**config.mk**
```make
export PLATFORM = sky130hd
export DESIGN_NAME = delay_line_ctrl_flat
export DESIGN_NICKNAME = d
export VERILOG_FILES = /design/src/rtl/delay_line_ctrl_if.sv /design/src/rtl/delay_line_ctrl.sv /design/src/flat_wrapper.sv
export SDC_FILE = /design/constraint.sdc
export NUM_CORES = 2
export LEC_CHECK = 0
export BUFFER_PORTS_ARGS = -buffer_cell sky130_fd_sc_hd__buf_2
export CELL_PAD_IN_SITES_DETAIL_PLACEMENT = 1
export CELL_PAD_IN_SITES_GLOBAL_PLACEMENT = 2
export CORE_UTILIZATION = 39
export CTS_CLUSTER_SIZE = 24
export DETAILED_ROUTE_END_ITERATION = 10
export GPL_TIMING_DRIVEN = 0
export MAX_ROUTING_LAYER = met4
export PLACE_DENSITY_LB_ADDON = 0.1
export SETUP_SLACK_MARGIN = 0.2
export SKIP_CTS_REPAIR_TIMING = 1
export SLEW_MARGIN = 15
export SYNTH_ARGS = -nofsm -noshare
export SYNTH_HDL_FRONTEND = slang
export SYNTH_SLANG_ARGS = --single-unit
```
**constraint.sdc**
```tcl
create_clock -name clk -period 53.2 [get_ports clk]
set_input_delay 5.32 -clock clk [delete_from_list [all_inputs] [get_ports clk]]
set_output_delay 5.32 -clock clk [all_outputs]
set_load 0.03 [all_outputs]
```
**src/rtl/delay_line_ctrl_if.sv**
```systemverilog
// Interface bundling the control, input and output signals of delay_line_ctrl.
//   en, flush, delay_sel : line control (driven by master)
//   in_valid, in_data    : entry presented to stage 0 (driven by master)
//   out_valid, out_data  : selected tap (driven by slave)
//   in_flight, busy      : occupancy status (driven by slave)
interface delay_line_ctrl_if #(
  parameter int DATA_WIDTH  = 32,
  parameter int NUM_CHANNEL = 4,
  parameter int SEL_WIDTH   = 4
);
  logic                              en;
  logic                              flush;
  logic [SEL_WIDTH-1:0]              delay_sel;
  logic                              in_valid;
  logic [NUM_CHANNEL*DATA_WIDTH-1:0] in_data;
  logic                              out_valid;
  logic [NUM_CHANNEL*DATA_WIDTH-1:0] out_data;
  logic [SEL_WIDTH-1:0]              in_flight;
  logic                              busy;

  modport master (
    output en, flush, delay_sel, in_valid, in_data,
    input  out_valid, out_data, in_flight, busy
  );

  modport slave (
    input  en, flush, delay_sel, in_valid, in_data,
    output out_valid, out_data, in_flight, busy
  );
endinterface

```
**src/rtl/delay_line_ctrl.sv**
```systemverilog
// Multi-channel valid-tagged delay line with runtime-selectable tap, stall
// (en=0 holds everything) and synchronous flush of in-flight entries.
// Ports:
//   clk  : rising-edge clock
//   rstn : synchronous reset, active-high; clears valids, data and counter
//   bus  : delay_line_ctrl_if.slave (en, flush, delay_sel, in_valid, in_data,
//          out_valid, out_data, in_flight, busy)
// delay_sel=0 bypasses the line combinationally; values above MAX_DELAY are
// clamped to MAX_DELAY. out_data is zero whenever out_valid is low.
module delay_line_ctrl #(
  parameter int DATA_WIDTH  = 32,
  parameter int NUM_CHANNEL = 4,
  parameter int MAX_DELAY   = 8,
  parameter int SEL_WIDTH   = 4
) (
  input  logic             clk,
  input  logic             rstn,
  delay_line_ctrl_if.slave bus
);

  localparam int WORD_W = NUM_CHANNEL * DATA_WIDTH;
  localparam logic [SEL_WIDTH-1:0] MAX_SEL = SEL_WIDTH'(MAX_DELAY);

  logic [MAX_DELAY-1:0] stage_valid;
  logic [WORD_W-1:0]    stage_data [MAX_DELAY];
  logic [SEL_WIDTH-1:0] flight;

  logic [SEL_WIDTH-1:0] sel_eff;
  logic                 tap_valid;
  logic [WORD_W-1:0]    tap_data;

  always_ff @(posedge clk) begin
    if (rstn) begin
      stage_valid <= '0;
      for (int unsigned k = 0; k < MAX_DELAY; k++) begin
        stage_data[k] <= '0;
      end
      flight <= '0;
    end else if (bus.flush) begin
      // Only valids are cleared; stale data stays masked by the valid bits.
      stage_valid <= '0;
      flight      <= '0;
    end else if (bus.en) begin
      stage_valid[0] <= bus.in_valid;
      stage_data[0]  <= bus.in_data;
      for (int unsigned k = 1; k < MAX_DELAY; k++) begin
        stage_valid[k] <= stage_valid[k-1];
        stage_data[k]  <= stage_data[k-1];
      end
      // Enter and exit in the same cycle cancel; the count never exceeds
      // MAX_DELAY since it mirrors the number of set stage_valid bits.
      flight <= flight + SEL_WIDTH'(bus.in_valid)
                       - SEL_WIDTH'(stage_valid[MAX_DELAY-1]);
    end
  end

  always_comb begin
    sel_eff = (bus.delay_sel > MAX_SEL) ? MAX_SEL : bus.delay_sel;
    // Default is the bypass path used for delay_sel = 0.
    tap_valid = bus.in_valid;
    tap_data  = bus.in_data;
    for (int unsigned k = 0; k < MAX_DELAY; k++) begin
      if (sel_eff == SEL_WIDTH'(k + 1)) begin
        tap_valid = stage_valid[k];
        tap_data  = stage_data[k];
      end
    end
  end

  assign bus.out_valid = tap_valid;
  assign bus.out_data  = tap_valid ? tap_data : '0;
  assign bus.in_flight = flight;
  assign bus.busy      = (flight != '0);

endmodule

```
**src/flat_wrapper.sv**
```systemverilog
// flat-port wrapper written by rule: the top's interface ports become plain ports
module delay_line_ctrl_flat 
#(
  parameter int DATA_WIDTH  = 32,
  parameter int NUM_CHANNEL = 4,
  parameter int MAX_DELAY   = 8,
  parameter int SEL_WIDTH   = 4
)
  (clk, rstn, bus_en, bus_flush, bus_delay_sel, bus_in_valid, bus_in_data, bus_out_valid, bus_out_data, bus_in_flight, bus_busy);
  delay_line_ctrl_if #(.DATA_WIDTH(DATA_WIDTH), .NUM_CHANNEL(NUM_CHANNEL), .SEL_WIDTH(SEL_WIDTH)) bus_i ();
  input  logic clk;
  input  logic rstn;
  input wire logic [$bits(bus_i.en)-1:0] bus_en;
  input wire logic [$bits(bus_i.flush)-1:0] bus_flush;
  input wire logic [$bits(bus_i.delay_sel)-1:0] bus_delay_sel;
  input wire logic [$bits(bus_i.in_valid)-1:0] bus_in_valid;
  input wire logic [$bits(bus_i.in_data)-1:0] bus_in_data;
  output wire logic [$bits(bus_i.out_valid)-1:0] bus_out_valid;
  output wire logic [$bits(bus_i.out_data)-1:0] bus_out_data;
  output wire logic [$bits(bus_i.in_flight)-1:0] bus_in_flight;
  output wire logic [$bits(bus_i.busy)-1:0] bus_busy;
  assign bus_i.en = bus_en;
  assign bus_i.flush = bus_flush;
  assign bus_i.delay_sel = bus_delay_sel;
  assign bus_i.in_valid = bus_in_valid;
  assign bus_i.in_data = bus_in_data;
  assign bus_out_valid = bus_i.out_valid;
  assign bus_out_data = bus_i.out_data;
  assign bus_in_flight = bus_i.in_flight;
  assign bus_busy = bus_i.busy;
  delay_line_ctrl #(.DATA_WIDTH(DATA_WIDTH), .NUM_CHANNEL(NUM_CHANNEL), .MAX_DELAY(MAX_DELAY), .SEL_WIDTH(SEL_WIDTH)) u_core (.clk(clk), .rstn(rstn), .bus(bus_i));
endmodule
```
-- Word-level counts from Yosys, hierarchy flattened
Memories as Yosys holds them, arrays and structs flattened.
Cells that the tools add are included.
- bits in registers: 12
- memory bits (writable): 1024
- bits of input ports: 137
- output and inout bits: 134
- word-level logic and storage cells: 56
- memories kept: 1
- memories (name ; words ; width ; rd ports ; clocked after Yosys merged registers in ; wr ports ; RTL line ; text):
    u_core.stage_data ; 8 ; 128 ; 8 ; 0 ; 8 ; delay_line_ctrl.sv:25 ; logic [WORD_W-1:0] stage_data [MAX_DELAY];
- $add $sub $neg: 2
- magnitude comparators: 1
- equal/unequal tests: 8
- mux-type cells: 32
- bitwise logic cells: 8
- reduce and logical (&&, ||, !) cells: 2
- operators by type and width (kind ; count):
    $mux W128 ; 17
    $eq A4 B3 Y1 const B ; 4
    $mux W1 ; 14
    $eq A4 B2 Y1 const B ; 2
    $or A1 B1 Y1 ; 8
    $add A4 B1 Y4 ; 1
    $eq A4 B1 Y1 const B ; 1
    $eq A4 B4 Y1 const B ; 1
    $gt A4 B4 Y1 const B ; 1
    $mux W4 ; 1
    $reduce_bool A4 Y1 ; 1
    $sub A4 B1 Y4 ; 1
    $reduce_or A2 Y1 ; 1

-- Logic depth before layout (Yosys ltp)
- depth in word-level cells: 12
- gate-level depth with buffers: 9
- depth with buffers taken out: 9

-- Worst setup path before layout
No wires, ideal clock.
- path type: in2reg
- start point: input port bus_en
- end point: memory u_core.stage_data[0][0] (netlist bit) (enable)
- setup time: 2.632 ns
- arrival: 52.424 ns
- required time: 50.568 ns
- setup slack: -1.856 ns
- stages on the path: 3
- path buffers: 1
- path through: clkbuf_1 > inv_1 > o21bai_1
- RTL lines (what ; RTL line ; text):
    from (decl) ; flat_wrapper.sv:13 ; input wire logic [$bits(bus_i.en)-1:0] bus_en;
    to (decl) ; delay_line_ctrl.sv:25 ;

-- Worst setup path after layout
- start point: input port bus_delay_sel[1]
- end point: output port bus_out_data[81]
- longest elaborated chain between the ends: 12
- elaborated cells between the ends (all ways): 27
- classes of those cells: order compare: 1; eq/ne: 8; mux: 18
- RTL lines (what ; RTL line ; text):
    from (decl) ; flat_wrapper.sv:15 ; input wire logic [$bits(bus_i.delay_sel)-1:0] bus_delay_sel;
    $gt A4 B4 Y1 ; delay_line_ctrl.sv:58 ; sel_eff = (bus.delay_sel > MAX_SEL) ? MAX_SEL : bus.delay_sel;
    $mux W4 * ; delay_line_ctrl.sv:58 ;
    $eq A4 B1 Y1 ; delay_line_ctrl.sv:63 ; if (sel_eff == SEL_WIDTH'(k + 1)) begin
    $mux W128 / $mux W1 (equally long branches) (8 in series) ; delay_line_ctrl.sv:63 ;
    $mux W128 * ; delay_line_ctrl.sv:71 ; assign bus.out_data = tap_valid ? tap_data : '0;
    to (decl) ; flat_wrapper.sv:19 ; output wire logic [$bits(bus_i.out_data)-1:0] bus_out_data;
Mark *: on every way between the ends. The rest lies on a longest branch, timed or not.

==> results by group <==
Floorplanning
  • Core Box Area: 124,000 um^2
  • Floorplan row count: 129
  • Die area: 127,000 um^2
  • Starting density of the core: 0.395
  • DIE WIDTH: 357 um
  • I/O pin count: 271
  • Die Y: 357 um

Power
  • Int Pwr: 1.47 mW
  • Power, Total: 1.99 mW
  • Switching power summed over all nets: 0.521 mW
  • Sequential cell fraction of total power: 0.491
  • Gate power share: 0.109
  • Pwr Density: 34.8 nW/um^2
  • Share of total power in the clock network: 0.400
  • Leak pwr: 21.0 nW
  • Net switching fraction of the power: 0.261
  • Largest voltage drop on the vdd net: 0.0000275 V

Layout
  • Share of final-layout standard cells stronger than drive strength 1: 0.131
  • Number of inserted filler cells in the final layout: 13,000
  • Area of all sequential standard cells: 31,000 um^2
  • Post-Layout Cell Count: 6,140
  • Final design instance area without fill: 57,300 um^2
  • Area overhead of the layout relative to synthesis: 16.9%
  • Total area of multi-input combinational cells: 16,400 um^2
  • Number of nets in the finished design: 4,542
  • Core occupancy in the finished layout: 0.461

Detailed routing
  • Final routed wire length divided by cell count: 28.9 um
  • Drt first-iter violations: 3,361
  • Vias per Instance: 5.77
  • Routed vias: 35,400
  • Total length of routed wires: 177,000 um
  • Router iterations before antenna repair: 6
  • Remaining antenna violation count after routing: 0
  • Final routed DRC violation total: 0

Global routing
  • Via count of the first global-routing pass: 36,300
  • GR peak layer: met2
  • M2 GR Usage: 0.449
  • Overall overflow remaining after global route: 0
  • Met3 Usage GRT: 0.0420
  • Number of antenna violations at the first check in global routing: 22
  • Global Route Usage Sum: 0.285
  • Largest net degree at the start of global routing: 28
  • Global-route wire length before repair: 255,000 um
  • Met1 Usage GRT: 0.386

Placement
  • HPWL after detailed placement: 124,000 um
  • Port Buf Inserts: 268
  • Pre-CTS setup slack: 38.71 ns
  • Routability congestion estimate: 0.856
  • Placed Cells: 5,914
  • Placed Area: 53,600 um^2

Timing
  • Final setup skew: 0.0229 ns
  • Tcrit/Tclk final: 0.278
  • Worst-margin pin slew: 1.33 ns
  • RSZ-0062 raised after global routing: no
  • Total negative slack for setup checks: 0 ns
  • Maximum frequency from static timing analysis: 67.7 MHz
  • Min setup slack post-route: 38.43 ns
  • Total count of hold-check failures in the final report: 0
  • Time the worst path needs with I/O delays and setup: 14.77 ns
  • Rel. slew slack: 0.111
  • Hold Slack: 0.503 ns
  • Total count of max-transition violations in the final report: 0
  • Setup-failing EPs final: 0

Flow run
  • MaxCap Viol Count: 0

Setup path
  • Worst r2r dst: u_core.bus.in_flight[2]$_SDFFE_PP0P_
  • Startpoint kind of the worst setup timing path: input port
  • Signal arrival time at the worst endpoint: 9.45 ns
  • Classification of the worst setup path: input port to output pin
  • Worst reg2reg startpoint: u_core.stage_valid[7]$_SDFFE_PP0P_
  • Worst EP required: 47.88 ns
  • Sort of element at the end of the critical path: output pin
  • Minimum setup slack among reg-to-reg paths: 51.06 ns
  • CP Max Fanout: 10
  • FF-to-FF path depth: 8

Clock tree
  • Clk root buf: sky130_fd_sc_hd__clkbuf_16
  • Maximum count of clock buffers along a single path: 3
  • H-tree depth: 3
  • Sinks on Clock Net: 1,036
  • TritonCTS clock tree: yes
  • Clock Latency Late Sink: 0.73 ns
  • Reg clk slew, reported paths: 0.06 ns
  • Total clock buffers created by CTS: 120

Logic synthesis
  • Sequential fraction of the synthesis area: 0.632
  • Post-Syn Instances: 3,960
  • Count of distinct cell types in the synthesized netlist: 52
  • Summed instance area of the synthesized netlist: 49,000 um^2
  • Number of register bits inferred by synthesis: 1,036
  • Syn Nets: 4,103
  • Synth warnings: 0
  • Avg Cell Area, Syn: 12.4 um^2

Min path
  • Worst hold-check path type: flip-flop to flip-flop
  • WHS Endpoint: u_core.bus.in_flight[3]$_SDFFE_PP0P_
  • Hold path startpoint: u_core.bus.in_flight[3]$_SDFFE_PP0P_
  • Worst hold path cell count: 2

Outcome
  • Outcome: finished clean
## registers in the layout (all words and copies together), names as in the netlist
name / flops
u_core.stage_data: 1024
u_core.bus.in_flight: 4
u_core.stage_valid: 8
## power by group through the flow
stage	sequential (mW)	clock [mW]	combinational [mW]
4_1_cts	0.979	0.811	0.217
3_3_place_gp	1.07	0	0.200
2_1_floorplan	1.03	0	0.119
3_5_place_dp	0.995	0	0.216
5_1_grt	0.985	0.837	0.230
6_report	0.979	0.798	0.217
## kinds of logic after synthesis
logic type,count (synthesis),share of synthesized area
flops,1036,0.632
xor+xnor,2,0.000357
compound gates,1030,0.150
buf+inv,395,0.0334
simple gates,1413,0.166
fa+ha+maj,6,0.00168
mux,78,0.0159
## cell type report
cell class | count | share of cell area
flip-flops and latches | 1036 | 0.541
multi-input cells | 2529 | 0.287
clock buffers | 153 | 0.0564
repair buffers | 317 | 0.0442
well taps | 1637 | 0.0357
plain buffers | 378 | 0.0275
clock inverters | 68 | 0.00757
inverters | 17 | 0.00111
diodes | 5 | 0.000218
## worst max-delay path, stage by stage
cell	delay (ns)
sky130_fd_sc_hd__buf_2	0.14
sky130_fd_sc_hd__buf_2	0.29
sky130_fd_sc_hd__nor2_1	1.01
sky130_fd_sc_hd__buf_2	0.48
sky130_fd_sc_hd__buf_2	0.40
sky130_fd_sc_hd__nand2_1	0.11
sky130_fd_sc_hd__a32o_1	0.27
sky130_fd_sc_hd__a311oi_1	1.03
sky130_fd_sc_hd__buf_2	0.37
## cell usage in the layout, fill, tap and decap left out, types with 67 or more instances in the layout
master / instances
sky130_fd_sc_hd__a21oi_1: 131
sky130_fd_sc_hd__a22oi_1: 112
sky130_fd_sc_hd__a32o_1: 123
sky130_fd_sc_hd__and2_1: 766
sky130_fd_sc_hd__buf_2: 338
sky130_fd_sc_hd__clkbuf_1: 298
sky130_fd_sc_hd__clkbuf_16: 125
sky130_fd_sc_hd__edfxtp_1: 1024
sky130_fd_sc_hd__mux2i_1: 78
sky130_fd_sc_hd__nand2_1: 146
sky130_fd_sc_hd__nor2_1: 96
sky130_fd_sc_hd__nor2b_1: 260
sky130_fd_sc_hd__nor3_1: 71
sky130_fd_sc_hd__o21ai_0: 195
sky130_fd_sc_hd__o221ai_1: 67
sky130_fd_sc_hd__o22ai_1: 182
## synth_stat cells (all sizes together)
cell type,number,share of area
a2bb2oi,1,0.00031
o32a,1,0.00020
a311oi,72,0.015
a21oi,131,0.013
nor2b,260,0.033
a221oi,1,0.00018
a222oi,4,0.00082
o21bai,1,0.00015
xnor2,2,0.00036
clkbuf,274,0.021
nand2,147,0.011
nand3,5,0.00051
a211o,5,0.00089
o2bb2ai,5,0.00089
nand2b,4,0.00051
o221ai,67,0.012
a22o,61,0.011
or2,3,0.00038
a211oi,6,0.00092
o31ai,1,0.00015
fa,1,0.00041
dfxtp,12,0.0049
a22oi,112,0.017
edfxtp,1024,0.63
a21o,1,0.00015
o31a,1,0.00018
nor4,1,0.00013
and3,56,0.0071
ha,5,0.0013
buf,104,0.011
and2,767,0.098
o211ai,56,0.0086
nor4b,1,0.00031
o221a,1,0.00023
a32o,123,0.025
mux2i,78,0.016
o21ai,197,0.020
inv,17,0.0013
o22ai,182,0.023
nor3b,1,0.00026
a21boi,1,0.00015
nor3,71,0.0072
nor2,97,0.0076
## per-layer routing
layer / up-vias / part of all wire
met1: 18200 / 0.44
met5: - / 0
met2: 1165 / 0.47
met4: 0 / 0.026
met3: 246 / 0.063
li1: 15800 / -
## how the worst max path moves through the flow
stage,start,endpoint,depth (start not counted)
after global placement,bus_en,u_core.stage_data[0][164]$_SDFFCE_PN0P_,3
after detailed placement,bus_delay_sel[1],bus_out_data[81],9
after CTS,bus_delay_sel[1],bus_out_data[81],9
final,bus_delay_sel[1],bus_out_data[81],9
after global routing,bus_delay_sel[1],bus_out_data[81],9
after floorplan,bus_en,u_core.stage_data[0][0]$_SDFFCE_PN0P_,3
No activity file was read; power rests on OpenSTA's default activity.
